### src/rtl/ttfir_sequencer_if.sv
// Bundle of host, stream, FIR and result signals for the 4-tap FIR sequencer.
// master = sequencer side, slave = surrounding logic.
interface ttfir_sequencer_if #(
   parameter int BW_in  = 6,
   parameter int BW_out = 8,
   parameter int AW     = 2
);
   logic              start;
   logic              lsb_mode;
   logic              coef_we;
   logic [AW-1:0]     coef_addr;
   logic [BW_in-1:0]  coef_data;
   logic              s_valid;
   logic              s_ready;
   logic [BW_in-1:0]  s_data;
   logic              fir_rst;
   logic              fir_step;
   logic [BW_in-1:0]  fir_x;
   logic [BW_out-1:0] fir_y;
   logic              m_valid;
   logic              m_ready;
   logic [BW_out-1:0] m_msb;
   logic [BW_out-1:0] m_lsb;
   logic              busy;

   modport master (
      input  start, lsb_mode, coef_we, coef_addr, coef_data,
      input  s_valid, s_data, fir_y, m_ready,
      output s_ready, fir_rst, fir_step, fir_x,
      output m_valid, m_msb, m_lsb, busy
   );

   modport slave (
      output start, lsb_mode, coef_we, coef_addr, coef_data,
      output s_valid, s_data, fir_y, m_ready,
      input  s_ready, fir_rst, fir_step, fir_x,
      input  m_valid, m_msb, m_lsb, busy
   );
endinterface

### src/rtl/ttfir_sequencer.sv
// Sequencer owning all step timing of the 4-tap FIR: reset, mode, coefficient
// load, then per-sample streaming with one result per accepted sample.
module ttfir_sequencer #(
   parameter int N_TAPS = 4,
   parameter int BW_in  = 6,
   parameter int BW_out = 8
) (
   input  logic              clk,
   input  logic              reset,
   ttfir_sequencer_if.master bus
);
   localparam int KW = (N_TAPS > 1) ? $clog2(N_TAPS) : 1;

   typedef enum logic [2:0] {
      S_IDLE,
      S_FRST,
      S_MODE,
      S_COEF,
      S_RUN,
      S_CAP,
      S_SHIFT,
      S_CAPL
   } state_t;

   state_t            r_state;
   state_t            w_next;
   logic [KW-1:0]     r_k;
   logic [KW-1:0]     w_k_next;
   logic              r_lsb_mode;
   logic [BW_in-1:0]  r_coef [N_TAPS];
   logic [BW_out-1:0] r_msb;
   logic [BW_out-1:0] r_lsb;
   logic              r_m_valid;

   logic              w_step;
   logic              w_frst;
   logic [BW_in-1:0]  w_x;
   logic              w_s_ready;
   logic              w_latch_mode;
   logic              w_cap_msb;
   logic              w_cap_lsb;
   logic              w_set_valid;
   logic              w_coef_wr;

   assign w_coef_wr = (r_state == S_IDLE) && bus.coef_we
                    && (int'(bus.coef_addr) < N_TAPS);

   always_comb begin
      w_next       = r_state;
      w_k_next     = r_k;
      w_step       = 1'b0;
      w_frst       = 1'b0;
      w_x          = '0;
      w_s_ready    = 1'b0;
      w_latch_mode = 1'b0;
      w_cap_msb    = 1'b0;
      w_cap_lsb    = 1'b0;
      w_set_valid  = 1'b0;
      unique case (r_state)
         S_IDLE: begin
            if (bus.start) begin
               w_latch_mode = 1'b1;
               w_next       = S_FRST;
            end
         end
         S_FRST: begin
            w_step = 1'b1;
            w_frst = 1'b1;
            w_next = S_MODE;
         end
         S_MODE: begin
            w_step   = 1'b1;
            w_x      = BW_in'(r_lsb_mode);
            w_k_next = KW'(N_TAPS - 1);
            w_next   = S_COEF;
         end
         S_COEF: begin
            // Highest index first so coef 0 ends up in tap 0.
            w_step = 1'b1;
            w_x    = r_coef[r_k];
            if (r_k == '0) begin
               w_next = S_RUN;
            end else begin
               w_k_next = r_k - KW'(1);
            end
         end
         S_RUN: begin
            w_s_ready = !r_m_valid;
            if (w_s_ready && bus.s_valid) begin
               w_step = 1'b1;
               w_x    = bus.s_data;
               w_next = S_CAP;
            end
         end
         S_CAP: begin
            w_cap_msb = 1'b1;
            if (r_lsb_mode) begin
               w_next = S_SHIFT;
            end else begin
               w_set_valid = 1'b1;
               w_next      = S_RUN;
            end
         end
         S_SHIFT: begin
            w_step = 1'b1;
            w_next = S_CAPL;
         end
         S_CAPL: begin
            w_cap_lsb   = 1'b1;
            w_set_valid = 1'b1;
            w_next      = S_RUN;
         end
         default: begin
            w_next = S_IDLE;
         end
      endcase
   end

   always_ff @(posedge clk or posedge reset) begin
      if (reset) begin
         r_state <= S_IDLE;
         r_k     <= '0;
      end else begin
         r_state <= w_next;
         r_k     <= w_k_next;
      end
   end

   always_ff @(posedge clk or posedge reset) begin
      if (reset) begin
         r_lsb_mode <= 1'b0;
         for (int i = 0; i < N_TAPS; i++) begin
            r_coef[i] <= '0;
         end
      end else begin
         if (w_latch_mode) begin
            r_lsb_mode <= bus.lsb_mode;
         end
         if (w_coef_wr) begin
            r_coef[bus.coef_addr] <= bus.coef_data;
         end
      end
   end

   always_ff @(posedge clk or posedge reset) begin
      if (reset) begin
         r_msb     <= '0;
         r_lsb     <= '0;
         r_m_valid <= 1'b0;
      end else begin
         if (w_cap_msb) begin
            r_msb <= bus.fir_y;
            r_lsb <= '0;
         end
         if (w_cap_lsb) begin
            r_lsb <= bus.fir_y;
         end
         if (w_set_valid) begin
            r_m_valid <= 1'b1;
         end else if (r_m_valid && bus.m_ready) begin
            r_m_valid <= 1'b0;
         end
      end
   end

   assign bus.fir_step = w_step;
   assign bus.fir_rst  = w_frst;
   assign bus.fir_x    = w_x;
   assign bus.s_ready  = w_s_ready;
   assign bus.m_valid  = r_m_valid;
   assign bus.m_msb    = r_msb;
   assign bus.m_lsb    = r_lsb;
   assign bus.busy     = (r_state != S_IDLE);
endmodule

### src/flat_wrapper.sv
// flat-port wrapper written by rule: the top's interface ports become plain ports
module ttfir_sequencer_flat 
#(
   parameter int N_TAPS = 4,
   parameter int BW_in  = 6,
   parameter int BW_out = 8
)
  (clk, reset, bus_start, bus_lsb_mode, bus_coef_we, bus_coef_addr, bus_coef_data, bus_s_valid, bus_s_data, bus_fir_y, bus_m_ready, bus_s_ready, bus_fir_rst, bus_fir_step, bus_fir_x, bus_m_valid, bus_m_msb, bus_m_lsb, bus_busy);
  ttfir_sequencer_if #(.BW_in(BW_in), .BW_out(BW_out)) bus_i ();
  input  logic clk;
  input  logic reset;
  input wire logic [$bits(bus_i.start)-1:0] bus_start;
  input wire logic [$bits(bus_i.lsb_mode)-1:0] bus_lsb_mode;
  input wire logic [$bits(bus_i.coef_we)-1:0] bus_coef_we;
  input wire logic [$bits(bus_i.coef_addr)-1:0] bus_coef_addr;
  input wire logic [$bits(bus_i.coef_data)-1:0] bus_coef_data;
  input wire logic [$bits(bus_i.s_valid)-1:0] bus_s_valid;
  input wire logic [$bits(bus_i.s_data)-1:0] bus_s_data;
  input wire logic [$bits(bus_i.fir_y)-1:0] bus_fir_y;
  input wire logic [$bits(bus_i.m_ready)-1:0] bus_m_ready;
  output wire logic [$bits(bus_i.s_ready)-1:0] bus_s_ready;
  output wire logic [$bits(bus_i.fir_rst)-1:0] bus_fir_rst;
  output wire logic [$bits(bus_i.fir_step)-1:0] bus_fir_step;
  output wire logic [$bits(bus_i.fir_x)-1:0] bus_fir_x;
  output wire logic [$bits(bus_i.m_valid)-1:0] bus_m_valid;
  output wire logic [$bits(bus_i.m_msb)-1:0] bus_m_msb;
  output wire logic [$bits(bus_i.m_lsb)-1:0] bus_m_lsb;
  output wire logic [$bits(bus_i.busy)-1:0] bus_busy;
  assign bus_i.start = bus_start;
  assign bus_i.lsb_mode = bus_lsb_mode;
  assign bus_i.coef_we = bus_coef_we;
  assign bus_i.coef_addr = bus_coef_addr;
  assign bus_i.coef_data = bus_coef_data;
  assign bus_i.s_valid = bus_s_valid;
  assign bus_i.s_data = bus_s_data;
  assign bus_i.fir_y = bus_fir_y;
  assign bus_i.m_ready = bus_m_ready;
  assign bus_s_ready = bus_i.s_ready;
  assign bus_fir_rst = bus_i.fir_rst;
  assign bus_fir_step = bus_i.fir_step;
  assign bus_fir_x = bus_i.fir_x;
  assign bus_m_valid = bus_i.m_valid;
  assign bus_m_msb = bus_i.m_msb;
  assign bus_m_lsb = bus_i.m_lsb;
  assign bus_busy = bus_i.busy;
  ttfir_sequencer #(.N_TAPS(N_TAPS), .BW_in(BW_in), .BW_out(BW_out)) u_core (.clk(clk), .reset(reset), .bus(bus_i));
endmodule
### config.mk
export PLATFORM = sky130hd
export DESIGN_NAME = ttfir_sequencer_flat
export DESIGN_NICKNAME = d
export VERILOG_FILES = /design/src/rtl/ttfir_sequencer_if.sv /design/src/rtl/ttfir_sequencer.sv /design/src/flat_wrapper.sv
export SDC_FILE = /design/constraint.sdc
export NUM_CORES = 1
export LEC_CHECK = 0
export CAP_MARGIN = 20
export CORE_ASPECT_RATIO = 0.5
export CORE_MARGIN = 10
export CORE_UTILIZATION = 35
export DETAILED_ROUTE_END_ITERATION = 7
export PLACE_DENSITY_LB_ADDON = 0.05
export SYNTH_ARGS = -nofsm -noshare
export SYNTH_HDL_FRONTEND = slang
export SYNTH_SLANG_ARGS = --single-unit
### constraint.sdc
create_clock -name clk -period 4 [get_ports clk]
set_input_delay 0.4 -clock clk [delete_from_list [all_inputs] [get_ports clk]]
set_output_delay 0.4 -clock clk [all_outputs]
set_load 0.1 [all_outputs]
==> results of run 1 <==
critical path, delay by kind of cell (launching register included):
family | cells | cell delay (ns)
buf+inv | 1 | 1.13
flops | 1 | 0.91
simple gates | 1 | 0.20
cell type report:
| cell class | instances | area, sq um |
|---|---|---|
| fill | 563 | 3100 |
| sequential | 47 | 1180 |
| multi-input combinational | 122 | 965 |
| timing repair buffer | 56 | 551 |
| clock buffer | 6 | 139 |
| tap | 88 | 110 |
| clock inverter | 2 | 35.0 |
| inverter | 7 | 26.3 |
metal layers:
metal  vias up  GRT usage [%]  share of wire, %
li1        767              -                 -
met1       743           14.1                49
met2        39           15.6                44
met3         2           5.53               7.4
met4         0           2.84              0.35
met5         -              0                 0
kinds of logic after synthesis:
family | after synthesis | synth area share [%]
DFF | 47 | 52.9
buffers and inverters | 18 | 3.77
muxes | 45 | 22.8
adders and majority gates | 1 | 0.562
AOI/OAI and AO/OA | 26 | 7.14
and+or+nand+nor | 50 | 12.9
synth_stat cells:
cell type / instances
buf_6: 1
dfrtp_1: 47
nor2_1: 3
nand3b_1: 1
and4b_1: 1
and4bb_2: 1
buf_1: 1
a21oi_1: 2
ha_1: 1
nor4b_4: 2
or2_2: 1
and4_1: 1
clkbuf_1: 4
nand3_1: 6
a32oi_1: 2
inv_1: 7
o22ai_1: 2
a31oi_1: 3
buf_4: 1
nor2b_1: 1
and3_1: 1
or3_1: 1
nand2_2: 1
nand3b_2: 2
o21ai_0: 11
a22oi_1: 6
nand2_1: 28
buf_2: 4
mux2_2: 45
worst paths after layout:
kind	startpoint	endpoint	slack (ns)
setup / recovery	u_core.r_state[1]	bus_busy	1.08
hold / removal	reset	u_core.r_coef[18]	0.36
setup reg to reg	u_core.r_state[1]	u_core.r_coef[4]	1.94
hold reg to reg	u_core.bus.m_lsb[0]	u_core.bus.m_lsb[0]	0.48
max in group asynchronous	reset	u_core.bus.m_lsb[3]	3.16
min in group clk	u_core.bus.m_lsb[0]	u_core.bus.m_lsb[0]	0.48
state kept, by name (all words and copies together), names as in the netlist:
register and count:
u_core.bus.m_lsb 8, u_core.bus.m_valid 1, u_core.r_coef 24, u_core.r_lsb_mode 1, u_core.r_k 2, u_core.bus.m_msb 8, u_core.r_state 3
through the flow:
stage          cells  hold slack [ns]
4_1_cts          327            0.489
5_1_grt          328            0.372
3_5_place_dp     319            0.474
6_report         328            0.361
3_3_place_gp     319            0.462
2_1_floorplan    187            0.474
==> out/results.tsv, run 1 <==
stage	metric	value	unit
die	Initial Utilization	36.4	%
sta	unrepaired setup endpoints after global routing	false	
run	MaxCap Viol Count	0	
die	std cell rows	20	
cells_and_area	ant diodes	0	
sta	Max Clock Skew	0.00461	ns
die	Die Y	76.4	um
cells_and_area	share of cells above drive strength 1	29.2	%
worst_setup_path	slowest stage cell, crit path	clkdlybuf4s50_1	
sta	period utilization	73.0	%
clock_tree	clock sink total	47	
cells_and_area	post-route cell area	0.00300	sq mm
die	die area	0.0101	sq mm
worst_setup_path	reg2reg path depth	3	
global_route	vias in the first global route	1670	
clock_tree	Max clock buf depth	2	
sta	fin crit period	2.92	ns
sta	Max Slew Vio Count	0	
global_route	first-pass GRT wire length	8.96	mm
routing	Final ANT Viol Nets	0	
cells_and_area	Final Util	49.2	%
routing	# DRC	0	
cells_and_area	area delta synth->final	34.9	%
synth	syn_nets	217	
sta	Worst-Margin Slew	1.00	ns
sta	final hold vios	0	
worst_setup_path	Critical Path RT	3.60	ns
synth	synthesized instance count	187	
sta	Rel. slew slack	33.0	%
worst_setup_path	Worst EP arrival	2.52	ns
clock_tree	H-tree Lvls	2	
placement	Detail Placement HPWL	3.79	mm
global_route	largest net degree at the start of global routing	48	
synth	Seq cells post-synth	47	
synth	library cells used by synthesis	29	
worst_setup_path	crit-path cells	or3_1 > clkdlybuf4s50_1	
routing	drt pass-1 iters	4	
synth	register area share after synthesis	52.9	%
sta	# setup viols final	0	
cells_and_area	fin nets	269	
routing	Vias	1551	
worst_setup_path	CP Capture Type	primary output	
synth	Synth area leader	dfrtp_1	
worst_setup_path	startpoint types	flip-flop	
global_route	GRT Total Usage	10.9	%
synth	Area contributors post-synth	dfrtp_1 53%, mux2_2 23%, nand2_1 4.7%, o21ai_0 2.5%, nor4b_4 2.1%	
synth	post-synth top area share	52.9	%
synth	Post-Synthesis Cell Area	0.00222	sq mm
sta	Max Clk Rate	343	MHz
global_route	initial antenna violation count	0	
worst_setup_path	delay of the slowest critical-path stage	1.13	ns
clock_tree	root buf cell	clkbuf_16	
clock_tree	CTS Hold Bufs	0	
placement	pre-CTS setup slack	1.37	ns
sta	final setup margin	1.08	ns
worst_setup_path	Setup CP Type	reg2out	
die	IO Pins	56	
clock_tree	CTS tree	done	
placement	IO buf count	55	
cells_and_area	most frequent cells in the layout	47 x clkdlybuf4s50_1, 47 x dfrtp_1, 45 x mux2_2	
die	Chip Width	133	um
placement	RD Place Congestion	0.746	
clock_tree	Reg clk slew, reported paths	0.06	ns
synth	Mean Syn Cell Area	11.9	sq um
hold_path	hold crit path type	in2async	
die	core area	0.00611	sq mm
routing	DR WL/cell	16.5	um
clock_tree	Clk Latency, worst-skew pair	0.28	ns
placement	Cell Area, Placed	0.00281	sq mm
synth	yosys warns	0	
sta	TNS Setup	0	ns
routing	WL final	5.42	mm
clock_tree	Post-CTS Setup Bufs	0	
worst_setup_path	critical-path maximum fanout	25	
routing	DR iter-0 viols	84	
status	outcome	finished clean	
clock_tree	clock buffers created by TritonCTS	5	
routing	detail-routed via count per cell	4.73	
clock_tree	Post-CTS Resized	0	
global_route	gr ovfl total	0	
Power of run 1 is not shown: default switching activity piles up to over one toggle a cycle in this logic, so the estimate is an artifact.
==> run 2: changes to the inputs <==
- clock period: 4 -> 3 ns (I/O delays scaled with it)
==> out/results.tsv, run 2 (synthesized netlist as in run 1, its figures left out) <==
stage	metric	value	unit	change
cells_and_area	non-filler instance count after layout	329		+0.30%
placement	placed cell count	321		+0.63%
routing	Final ANT Viol Nets	0		unchanged
worst_setup_path	worst flop-to-flop path startpoint	u_core.r_state[1]		
die	std cell rows	20		unchanged
worst_setup_path	FF-to-FF End	u_core.r_coef[5]		
die	Initial Utilization	36.4	%	unchanged
clock_tree	Clk Latency, worst-skew pair	0.28	ns	about the same
routing	DR iter-0 viols	77		-8.3%
sta	worst hold slack	0.418	ns	+0.0578 ns
die	Chip Width	133	um	unchanged
cells_and_area	ant diodes	0		unchanged
cells_and_area	fin nets	270		+0.37%
sta	Max Slew Vio Count	0		unchanged
cells_and_area	max reg flops	24		unchanged
cells_and_area	commonest non-fill, non-tap cell in the layout	dfrtp_1		
routing	detail-routed via count per cell	4.80		+1.5%
worst_setup_path	startpoint types	flip-flop		
clock_tree	H-tree Lvls	2		unchanged
worst_setup_path	reg2reg path depth	3		unchanged
placement	IO buf count	55		unchanged
clock_tree	Post-CTS Setup Bufs	0		unchanged
die	Die Y	76.4	um	unchanged
sta	TNS Setup	0	ns	unchanged
clock_tree	CTS Hold Bufs	0		unchanged
worst_setup_path	Setup CP Type	reg2out		
global_route	initial antenna violation count	0		unchanged
clock_tree	Reg clk slew, reported paths	0.07	ns	about the same
global_route	gr ovfl total	0		unchanged
routing	drt pass-1 iters	4		unchanged
sta	# setup viols final	0		unchanged
die	IO Pins	56		unchanged
routing	Vias	1579		+1.8%
run	MaxCap Viol Count	0		unchanged
sta	Max Clock Skew	0.00525	ns	+0.000641 ns
cells_and_area	area delta synth->final	34.5	%	
global_route	GRT Total Usage	11.1	%	+0.18 points
clock_tree	Max clock buf depth	2		unchanged
placement	Detail Placement HPWL	3.95	mm	+4.3%
clock_tree	CTS tree	done		
sta	Max Clk Rate	401	MHz	
sta	fin crit period	2.50	ns	
clock_tree	clock sink total	47		unchanged
sta	Worst-Margin Slew	0.828	ns	-0.174 ns
routing	WL final	5.45	mm	+0.44%
global_route	first-pass GRT wire length	9.17	mm	+2.4%
routing	DR WL/cell	16.6	um	+0.14%
die	core area	0.00611	sq mm	unchanged
clock_tree	Post-CTS Resized	0		unchanged
sta	final hold vios	0		unchanged
sta	unrepaired setup endpoints after global routing	false		
cells_and_area	share of cells above drive strength 1	40.7	%	+11 points
die	die area	0.0101	sq mm	unchanged
worst_setup_path	critical-path maximum fanout	25		unchanged
placement	RD Place Congestion	0.720		-3.5%
status	outcome	finished clean		
clock_tree	clock buffers created by TritonCTS	5		unchanged
cells_and_area	Fillers	585		+3.9%
cells_and_area	most frequent cells in the layout	46 x dfrtp_1, 45 x mux2_2, 28 x clkdlybuf4s50_1		
worst_setup_path	Critical Path RT	2.70	ns	-0.90 ns
sta	period utilization	83.2	%	
sta	Rel. slew slack	44.8	%	+12 points
global_route	largest net degree at the start of global routing	30		-38%
worst_setup_path	CP Capture Type	primary output		
clock_tree	root buf cell	clkbuf_16		
hold_path	hold crit path type	in2async		
worst_setup_path	R2R setup slack	0.95	ns	-0.99 ns
global_route	vias in the first global route	1772		+6.1%
routing	# DRC	0		unchanged
cells_and_area	Top reg by flops	u_core.r_coef		
worst_setup_path	Worst EP arrival	2.20	ns	-0.32 ns
-- run 2: cell count changes in the layout (fill, tap and decap cells not counted), moves of 2 or more --
cell / before / now
buf_4: 8 / 27
nand2_2: 1 / 5
nand2_1: 28 / 22
clkdlybuf4s50_1: 47 / 28
nand2_4: 0 / 2
-- run 2: layout make-up --
type                       instances  area (sq um)  area share (%)
clock buffer                       7           153            5.10
multi-input combinational        122           995            33.2
timing repair buffer              57           523            17.5
sequential                        47          1180            39.4
clock inverter                     1          7.51           0.251
tap                               88           110            3.68
inverter                           7          26.3           0.878
-- run 2: worst max-delay path by stage --
stage                       start           end  slack [ns]  depth (start not counted)
4_1_cts         u_core.r_state[1]  bus_fir_step        0.45                          4
6_report        u_core.r_state[1]  bus_fir_x[1]        0.50                          4
2_1_floorplan  u_core.bus.m_valid  bus_fir_x[0]        0.11                          3
3_5_place_dp    u_core.r_state[1]  bus_fir_step        0.78                          4
5_1_grt         u_core.r_state[1]  bus_fir_x[1]        0.33                          4
3_3_place_gp    u_core.r_state[1]  bus_fir_step        0.79                          4
-- run 2: per-layer routing --
layer | global-route usage (%) | vias to the layer above | wire [um]
met4 | 2.29 | 0 | 26
met3 | 4.41 | 2 | 359
met5 | 0 | - | 0
met2 | 17.5 | 42 | 2450
li1 | - | 760 | -
met1 | 14.0 | 775 | 2610
-- run 2: metrics by stage --
| stage | cell area (sq um) | util, % | setup WS [ns] |
|---|---|---|---|
| floorplan | 2260 | - | 0.106 |
| global placement | 2830 | 46.4 | 0.792 |
| detailed placement | 2830 | 46.4 | 0.776 |
| CTS | 2990 | 49.0 | 0.451 |
| global route | 2990 | 49.0 | 0.331 |
| finish | 2990 | 49.0 | 0.504 |
-- run 2: critical path: stages, from the launching register on --
cell and delay (ns):
dfrtp_1 0.68, nor4b_4 0.69, nand3_1 0.16, nand2_2 0.08
buf_4 0.28
Power of run 2 is left out for the same reason.
==> run 3: changes to the inputs <==
- clock period: 3 -> 2.1 ns (I/O delays scaled with it)
==> out/results.tsv, run 3 (synthesized netlist as in run 1, its figures left out) <==
stage	metric	value	unit	change
cells_and_area	most frequent cells in the layout	45 x mux2_2, 42 x dfrtp_1, 28 x clkdlybuf4s50_1		
die	core area	0.00611	sq mm	unchanged
routing	DR iter-0 viols	58		-25%
worst_setup_path	startpoint types	flip-flop		
worst_setup_path	delay of the slowest critical-path stage	0.57	ns	-0.12 ns
global_route	largest net degree at the start of global routing	31		+3.3%
global_route	initial antenna violation count	0		unchanged
cells_and_area	max reg flops	24		unchanged
routing	Final ANT Viol Nets	0		unchanged
placement	Detail Placement HPWL	3.98	mm	+0.82%
clock_tree	Max clock buf depth	2		unchanged
routing	WL final	5.38	mm	-1.2%
global_route	gr ovfl total	0		unchanged
worst_setup_path	Worst EP arrival	1.81	ns	-0.39 ns
worst_setup_path	R2R setup slack	0.41	ns	-0.54 ns
worst_setup_path	CP Capture Type	primary output		
sta	Worst-Margin Slew	0.427	ns	-0.401 ns
clock_tree	Reg clk slew, reported paths	0.06	ns	about the same
sta	# setup viols final	0		unchanged
global_route	first-pass GRT wire length	8.89	mm	-3.1%
cells_and_area	register area	0.00118	sq mm	+0.64%
die	Initial Utilization	36.4	%	unchanged
placement	IO buf count	55		unchanged
clock_tree	clock sink total	47		unchanged
sta	Rel. slew slack	71.5	%	+27 points
cells_and_area	fin nets	275		+1.9%
sta	period utilization	96.0	%	
clock_tree	Post-CTS Setup Bufs	0		unchanged
sta	fin crit period	2.02	ns	
sta	final hold vios	0		unchanged
clock_tree	H-tree Lvls	2		unchanged
sta	final setup margin	0.0839	ns	-0.420 ns
cells_and_area	commonest non-fill, non-tap cell in the layout	mux2_2		
clock_tree	CTS tree	done		
routing	detail-routed via count per cell	4.75		-1.0%
die	die area	0.0101	sq mm	unchanged
worst_setup_path	Critical Path RT	1.89	ns	-0.81 ns
cells_and_area	Top reg by flops	u_core.r_coef		
clock_tree	root buf cell	clkbuf_16		
hold_path	hold crit path type	in2async		
cells_and_area	share of cells above drive strength 1	43.9	%	+3.2 points
status	outcome	finished clean		
sta	Max Clk Rate	496	MHz	
die	Chip Width	133	um	unchanged
routing	drt pass-1 iters	4		unchanged
cells_and_area	Fillers	531		-9.2%
worst_setup_path	crit-path cells	mux2_2 > a22oi_1 > nand2_4 > buf_12		
global_route	GRT Total Usage	10.9	%	-0.14 points
routing	Vias	1587		+0.51%
cells_and_area	area taken by multi-input logic gates	0.00102	sq mm	+3.0%
global_route	vias in the first global route	1699		-4.1%
sta	Max Clock Skew	0.00331	ns	-0.00194 ns
worst_setup_path	FF-to-FF End	u_core.r_coef[5]		
routing	# DRC	0		unchanged
routing	DR WL/cell	16.1	um	-2.7%
sta	Max Slew Vio Count	0		unchanged
worst_setup_path	critical-path maximum fanout	15		-40%
placement	RD Place Congestion	0.747		+3.7%
cells_and_area	area delta synth->final	44.4	%	
die	std cell rows	20		unchanged
worst_setup_path	reg2reg path depth	3		unchanged
clock_tree	Clk Latency, worst-skew pair	0.28	ns	about the same
worst_setup_path	slowest stage cell, crit path	dfrtp_2		
placement	pre-CTS setup slack	0.187	ns	-0.589 ns
die	Die Y	76.4	um	unchanged
worst_setup_path	Setup CP Type	reg2out		
sta	unrepaired setup endpoints after global routing	false		
run	MaxCap Viol Count	0		unchanged
clock_tree	CTS Hold Bufs	0		unchanged
die	IO Pins	56		unchanged
worst_setup_path	worst flop-to-flop path startpoint	u_core.r_state[0]		
cells_and_area	ant diodes	0		unchanged
clock_tree	Post-CTS Resized	1		+1
clock_tree	clock buffers created by TritonCTS	5		unchanged
[run 3: cell types whose count changed in the layout (fill, tap and decap cells not counted)]
cell	previous run	this run
nor2_2	0	1
dfrtp_2	1	4
buf_4	27	23
buf_12	2	11
dfrtp_4	0	1
nand3_2	1	0
nor2_1	3	2
clkbuf_8	2	0
nand2_4	2	6
nand3_4	0	1
dfrtp_1	46	42
bufinv_16	0	2
nand2_2	5	1
[run 3: worst max-delay path by stage]
| stage | start | end | slack (ns) | cells past startpoint |
|---|---|---|---|---|
| 2_1_floorplan | u_core.bus.m_valid | bus_fir_x[0] | -0.69 | 3 |
| 3_3_place_gp | u_core.r_k[0] | bus_fir_x[4] | 0.24 | 4 |
| 3_5_place_dp | u_core.r_k[0] | bus_fir_x[4] | 0.19 | 4 |
| 4_1_cts | u_core.r_state[0] | bus_fir_x[4] | 0.04 | 4 |
| 5_1_grt | u_core.r_k[0] | bus_fir_x[4] | 0.006 | 4 |
| 6_report | u_core.r_k[0] | bus_fir_x[4] | 0.08 | 4 |
[run 3: stage by stage]
step | hold slack, ns | setup TNS (ns) | utilization [%] | area (sq um) | instances
after floorplan | 0.305 | -4.48 | - | 2290 | 187
after global placement | 0.461 | 0 | 49.4 | 3010 | 326
after detailed placement | 0.471 | 0 | 49.4 | 3010 | 326
after CTS | 0.246 | 0 | 52.5 | 3210 | 334
after global routing | 0.262 | 0 | 52.6 | 3210 | 334
final | 0.231 | 0 | 52.6 | 3210 | 334
[run 3: metal layers]
layer	wire, um	part of all wire, %	global-route usage (%)	up-vias
met5	0	0	0	-
met4	34	0.63	2.73	0
met3	375	7.0	4.87	5
met2	2430	45	17.0	39
met1	2540	47	13.6	758
li1	-	-	-	785
[run 3: area by class of cell]
class | count | share of cell area (%)
inverter | 7 | 0.818
clock inverter | 3 | 2.10
multi-input combinational | 122 | 31.9
timing repair buffer | 62 | 21.0
sequential | 47 | 36.9
clock buffer | 5 | 3.90
tap | 88 | 3.43
[run 3: critical path: cells and delay by family, from the launching register on]
| kind | cells | cell delay [ns] |
|---|---|---|
| AO/OA/AOI/OAI | 1 | 0.30 |
| buffers and inverters | 1 | 0.17 |
| flip-flops | 1 | 0.57 |
| multiplexers | 1 | 0.39 |
| AND/OR/NAND/NOR | 1 | 0.08 |
Power of run 3 is left out for the same reason.
